### src/rtl/seq_divider_8bit.sv
// seq_divider_8bit
//   Sequential unsigned restoring divider. One quotient bit per clock,
//   MSB first, so a division occupies WIDTH cycles in RUN. A zero divisor
//   is resolved immediately from IDLE, with no RUN phase.
//
// Ports
//   clk          : single clock, rising edge active
//   reset        : synchronous, active-high reset
//   start        : request a new division (ignored while busy)
//   dividend     : unsigned numerator, sampled when start is accepted
//   divisor      : unsigned denominator, sampled when start is accepted
//   quotient     : registered quotient, updated only on completion
//   remainder    : registered remainder, updated only on completion
//   busy         : high while a division is iterating
//   done         : one-cycle pulse, new results are valid
//   div_by_zero  : last completed request had divisor 0
module seq_divider_8bit #(
  parameter int WIDTH = 8
) (
  input  logic             clk,
  input  logic             reset,
  input  logic             start,
  input  logic [WIDTH-1:0] dividend,
  input  logic [WIDTH-1:0] divisor,
  output logic [WIDTH-1:0] quotient,
  output logic [WIDTH-1:0] remainder,
  output logic             busy,
  output logic             done,
  output logic             div_by_zero
);

  localparam int CNT_W = $clog2(WIDTH + 1);

  typedef enum logic {
    IDLE = 1'b0,
    RUN  = 1'b1
  } state_t;

  // Shared add/sub form: a + (sub ? ~b : b) + sub.
  function automatic logic [WIDTH:0] add_sub(input logic [WIDTH:0] a,
                                             input logic [WIDTH:0] b,
                                             input logic           sub);
    add_sub = a + (sub ? ~b : b) + {{WIDTH{1'b0}}, sub};
  endfunction

  state_t           state_r, state_n;
  // Stored partial remainder. Its extra top bit is always 0 after a
  // restore step, so only WIDTH bits are kept between iterations.
  logic [WIDTH-1:0] p_r, p_n;
  // Dividend bits shift out of the top while quotient bits shift in below.
  logic [WIDTH-1:0] work_r, work_n;
  logic [WIDTH-1:0] dvs_r, dvs_n;
  logic [CNT_W-1:0] cnt_r, cnt_n;
  logic [WIDTH-1:0] quotient_r, quotient_n;
  logic [WIDTH-1:0] remainder_r, remainder_n;
  logic             busy_r, busy_n;
  logic             done_r, done_n;
  logic             dbz_r, dbz_n;

  logic [WIDTH:0]   shifted_s;
  logic [WIDTH:0]   trial_s;
  logic             q_bit_s;
  logic [WIDTH-1:0] p_next_s;
  logic [WIDTH-1:0] work_next_s;

  // One restoring-division step on the current working registers.
  always_comb begin
    shifted_s   = {p_r, work_r[WIDTH-1]};
    trial_s     = add_sub(shifted_s, {1'b0, dvs_r}, 1'b1);
    // A clear MSB means the subtraction did not borrow.
    q_bit_s     = ~trial_s[WIDTH];
    if (q_bit_s) begin
      p_next_s = trial_s[WIDTH-1:0];
    end else begin
      p_next_s = shifted_s[WIDTH-1:0];
    end
    work_next_s = {work_r[WIDTH-2:0], q_bit_s};
  end

  // Next-state and next-output logic of the IDLE/RUN controller.
  always_comb begin
    state_n     = state_r;
    p_n         = p_r;
    work_n      = work_r;
    dvs_n       = dvs_r;
    cnt_n       = cnt_r;
    quotient_n  = quotient_r;
    remainder_n = remainder_r;
    done_n      = 1'b0;
    dbz_n       = dbz_r;
    case (state_r)
      IDLE: begin
        if (start) begin
          if (divisor != {WIDTH{1'b0}}) begin
            state_n = RUN;
            p_n     = {WIDTH{1'b0}};
            work_n  = dividend;
            dvs_n   = divisor;
            cnt_n   = {CNT_W{1'b0}};
          end else begin
            // Divide by zero completes at once without entering RUN.
            done_n      = 1'b1;
            dbz_n       = 1'b1;
            quotient_n  = {WIDTH{1'b1}};
            remainder_n = dividend;
          end
        end else begin
          state_n = IDLE;
        end
      end
      RUN: begin
        p_n    = p_next_s;
        work_n = work_next_s;
        if (cnt_r == CNT_W'(WIDTH - 1)) begin
          state_n     = IDLE;
          cnt_n       = {CNT_W{1'b0}};
          quotient_n  = work_next_s;
          remainder_n = p_next_s;
          done_n      = 1'b1;
          dbz_n       = 1'b0;
        end else begin
          cnt_n = cnt_r + CNT_W'(1);
        end
      end
      default: begin
        state_n = IDLE;
      end
    endcase
    busy_n = (state_n == RUN);
  end

  // State and output registers with synchronous reset.
  always_ff @(posedge clk) begin
    if (reset) begin
      state_r     <= IDLE;
      p_r         <= {WIDTH{1'b0}};
      work_r      <= {WIDTH{1'b0}};
      dvs_r       <= {WIDTH{1'b0}};
      cnt_r       <= {CNT_W{1'b0}};
      quotient_r  <= {WIDTH{1'b0}};
      remainder_r <= {WIDTH{1'b0}};
      busy_r      <= 1'b0;
      done_r      <= 1'b0;
      dbz_r       <= 1'b0;
    end else begin
      state_r     <= state_n;
      p_r         <= p_n;
      work_r      <= work_n;
      dvs_r       <= dvs_n;
      cnt_r       <= cnt_n;
      quotient_r  <= quotient_n;
      remainder_r <= remainder_n;
      busy_r      <= busy_n;
      done_r      <= done_n;
      dbz_r       <= dbz_n;
    end
  end

  assign quotient    = quotient_r;
  assign remainder   = remainder_r;
  assign busy        = busy_r;
  assign done        = done_r;
  assign div_by_zero = dbz_r;

endmodule

### config.mk
export PLATFORM = sky130hd
export DESIGN_NAME = seq_divider_8bit
export DESIGN_NICKNAME = d
export VERILOG_FILES = /design/src/rtl/seq_divider_8bit.sv
export SDC_FILE = /design/constraint.sdc
export NUM_CORES = 1
export LEC_CHECK = 0
export CAP_MARGIN = 5
export CORE_MARGIN = 2
export CORE_UTILIZATION = 51
export CTS_BUF_LIST = sky130_fd_sc_hd__clkbuf_4 sky130_fd_sc_hd__clkbuf_8
export DETAILED_ROUTE_END_ITERATION = 16
export PLACE_DENSITY = 0.78
export SETUP_SLACK_MARGIN = 0.4
export SYNTH_ARGS = -nofsm -noshare
export SYNTH_HDL_FRONTEND = slang
export SYNTH_SLANG_ARGS = --single-unit
### constraint.sdc
create_clock -name clk -period 6.71 [get_ports clk]
set_input_delay 0.671 -clock clk [delete_from_list [all_inputs] [get_ports clk]]
set_output_delay 0.671 -clock clk [all_outputs]
set_load 0.02 [all_outputs]
==> flow_summary.ini <==
[place]
hpwl_um = 3780
post-place-cells = 349
gp_congestion = 0.8460
portBuffers = 37

[run]
maxCapViolCount = 0

[clocking]
cts.sinks = 47
cts.repair.resized = 0
cts.htree.levels = 2
cts_setup_buffers = 0
cts.path.max_buffers = 2
clock_latency_ns = 0.30
tritoncts = yes
root_buffer = clkbuf_8
cts_hold_buf = 0
clk_transition_reported_paths_ns = 0.08
numCtsBuffers = 5

[cells_and_area]
final_nets = 333
areaGrowthSynthToFinish_pct = 19.15
drive_above_1_share = 0.07213
finalNonFillerCells = 357
final_common_cell = nor2_1
diodes = 0
most-common-layout-cells = 49 x nor2_1, 47 x dfxtp_1, 37 x clkdlybuf4s50_1

[synth]
yosysWarnings = 0
synth_area_leaders = dfxtp_1 40%, nor2_1 7.9%, ha_1 4.8%, mux2i_1 4.3%, a211oi_1 3.5%
synth_top_area_cell = dfxtp_1
synth_edf_count = 0
postSynth.asyncResetShare = 0
synth_top_flop_cell = dfxtp_1
yosys_register_bits = 47
syn_area_per_cell_um2 = 8.566
syn_nets = 302
synth_top_area_frac = 0.4024
ys_types = 51
synthCells = 273
netlist_area_um2 = 2338
ys_seq_area_frac = 0.4024

[sta]
setup_viol = 0
worst_pin_slew_ns = 0.8855
timing.fmax_mhz = 360.5
grt_setup_unrepaired = no
final_max_slew_viol_count = 0
min_period_ns = 2.774
relSlewSlack = 0.4097
setup_tns_ns = 0
post-route-period-util = 0.4134
skew_ns = 0.006774
whs_ns = 0.4951
hold_viol_final = 0

[floorplan]
rows = 24
initial_utilization = 0.5334
die_h_um = 71.72
floorplan.core_area_um2 = 4384
die_x_um = 71.72
ios = 38
die_area_um2 = 5143

[worst_setup_path]
slowest_stage = fa_1
worstPathArrival_ns = 2.93
cp_max_fo = 5
cp-start-kind = flip-flop
max_stage_delay_ns = 0.44
path_cells = inv_1 -> ha_1 -> inv_1 -> fa_1 -> a211oi_2 -> nor3_2 -> mux2i_1 -> nor2_2 -> a31oi_1 -> a311oi_1
r2r_setup_slack_ns = 3.94
criticalPathCategory = flip-flop to flip-flop
cpMostUsedCell = inv_1
worstSetupEndpointType = flip-flop
required_ns = 6.87

[detailed_routing]
detail_route.iter0.violations = 130
dr.max_layer_used = met4
wl_met2_um = 2476
ant_nets = 0
drc = 0
via_per_inst = 5.826
wl_met1_um = 2521
vias = 2080
wl_met3_um = 209
firstDrtPassIters = 4
avgRoutedWirePerCell_um = 14.76
routed_wl_um = 5271

[global_routing]
antenna_found_initial = 0
overflow = 0
grt_first_pass_wirelength_um = 9259
grt_max_degree = 50
grt_pass1_vias = 1948
grt_usage = 0.2253

[worst_hold_path]
hold_path_class = flip-flop to flip-flop

[pwr]
vdd_drop_max_v = 0.0001642
leakage_nw = 1.064
powerDensity_nw_per_um2 = 267.8

[outcome]
run_status = finished clean
## metal layers
layer  vias to the layer above  track usage
met3                         6      0.03376
met4                         0      0.07128
met1                       973       0.3187
met2                        43       0.3549
met5                         -            0
li1                       1058            -
## final cells by class
cell class,instances,area [µm²]
clock buffer,6,76.32
clock inverter,2,12.51
fill,368,1598
inverter,12,45.04
multi-input combinational,200,1269
sequential,47,940.9
tap,52,65.06
timing repair buffer,38,377.9
## cell usage after synthesis, drive strengths merged, types with 7 or more instances
library cell,n
inv,11
a21oi,14
nand3,8
nand2,21
ha,9
o21ai,7
a31oi,11
nor4,8
mux2i,10
nor2,51
buf,7
dfxtp,47
a211oi,13
## cell families after synthesis
| family | count (synthesis) | share of synthesized area |
|---|---|---|
| multiplexers | 11 | 0.04922 |
| AND/OR/NAND/NOR | 103 | 0.2055 |
| XOR/XNOR | 2 | 0.007492 |
| AO/OA/AOI/OAI | 74 | 0.2237 |
| adder cells (fa/ha/maj) | 10 | 0.05672 |
| flip-flops | 47 | 0.4024 |
| buffers and inverters | 26 | 0.05510 |
## path summary, 6_finish.rpt
kind,endpoint,from,cells past startpoint
hold reg to reg,p_r[1],p_r[1],2
setup reg to reg,remainder[1],work_r[7],10
hold / removal,p_r[1],p_r[1],2
setup / recovery,remainder[1],work_r[7],10
## report_power, final
group	switching [mW]	total, mW	leakage [nW]	internal, mW
registers	0.0187	0.322	0.386	0.304
clock network	0.0929	0.170	0.0446	0.0769
logic	0.147	0.254	0.634	0.106
total	0.259	0.746	1.06	0.487
## state kept, by name, summed over array words and instances (netlist names)
name	flops
dvs_r	8
p_r	8
quotient	8
remainder	8
work_r	8
cnt_r	4
busy	1
div_by_zero	1
done	1
## worst max-delay path: cells and delay by family, from the launching register on
family | cells | cell delay [ns]
adders and majority gates | 2 | 0.62
AOI/OAI and AO/OA | 3 | 0.84
and+or+nand+nor | 2 | 0.27
muxes | 1 | 0.43
DFF | 1 | 0.32
buffers and inverters | 2 | 0.14
## stage by stage
stage	util	power [mW]	worst slack [ns]	cell area, µm²
after detailed placement	0.6153	0.5779	3.764	2698
after CTS	0.6356	0.7456	3.987	2786
after floorplan	-	0.5065	4.551	2338
after global placement	0.6153	0.5731	3.857	2698
after global routing	0.6356	0.7877	3.464	2786
final	0.6356	0.7461	3.936	2786
(Power assumes the default switching activity.)
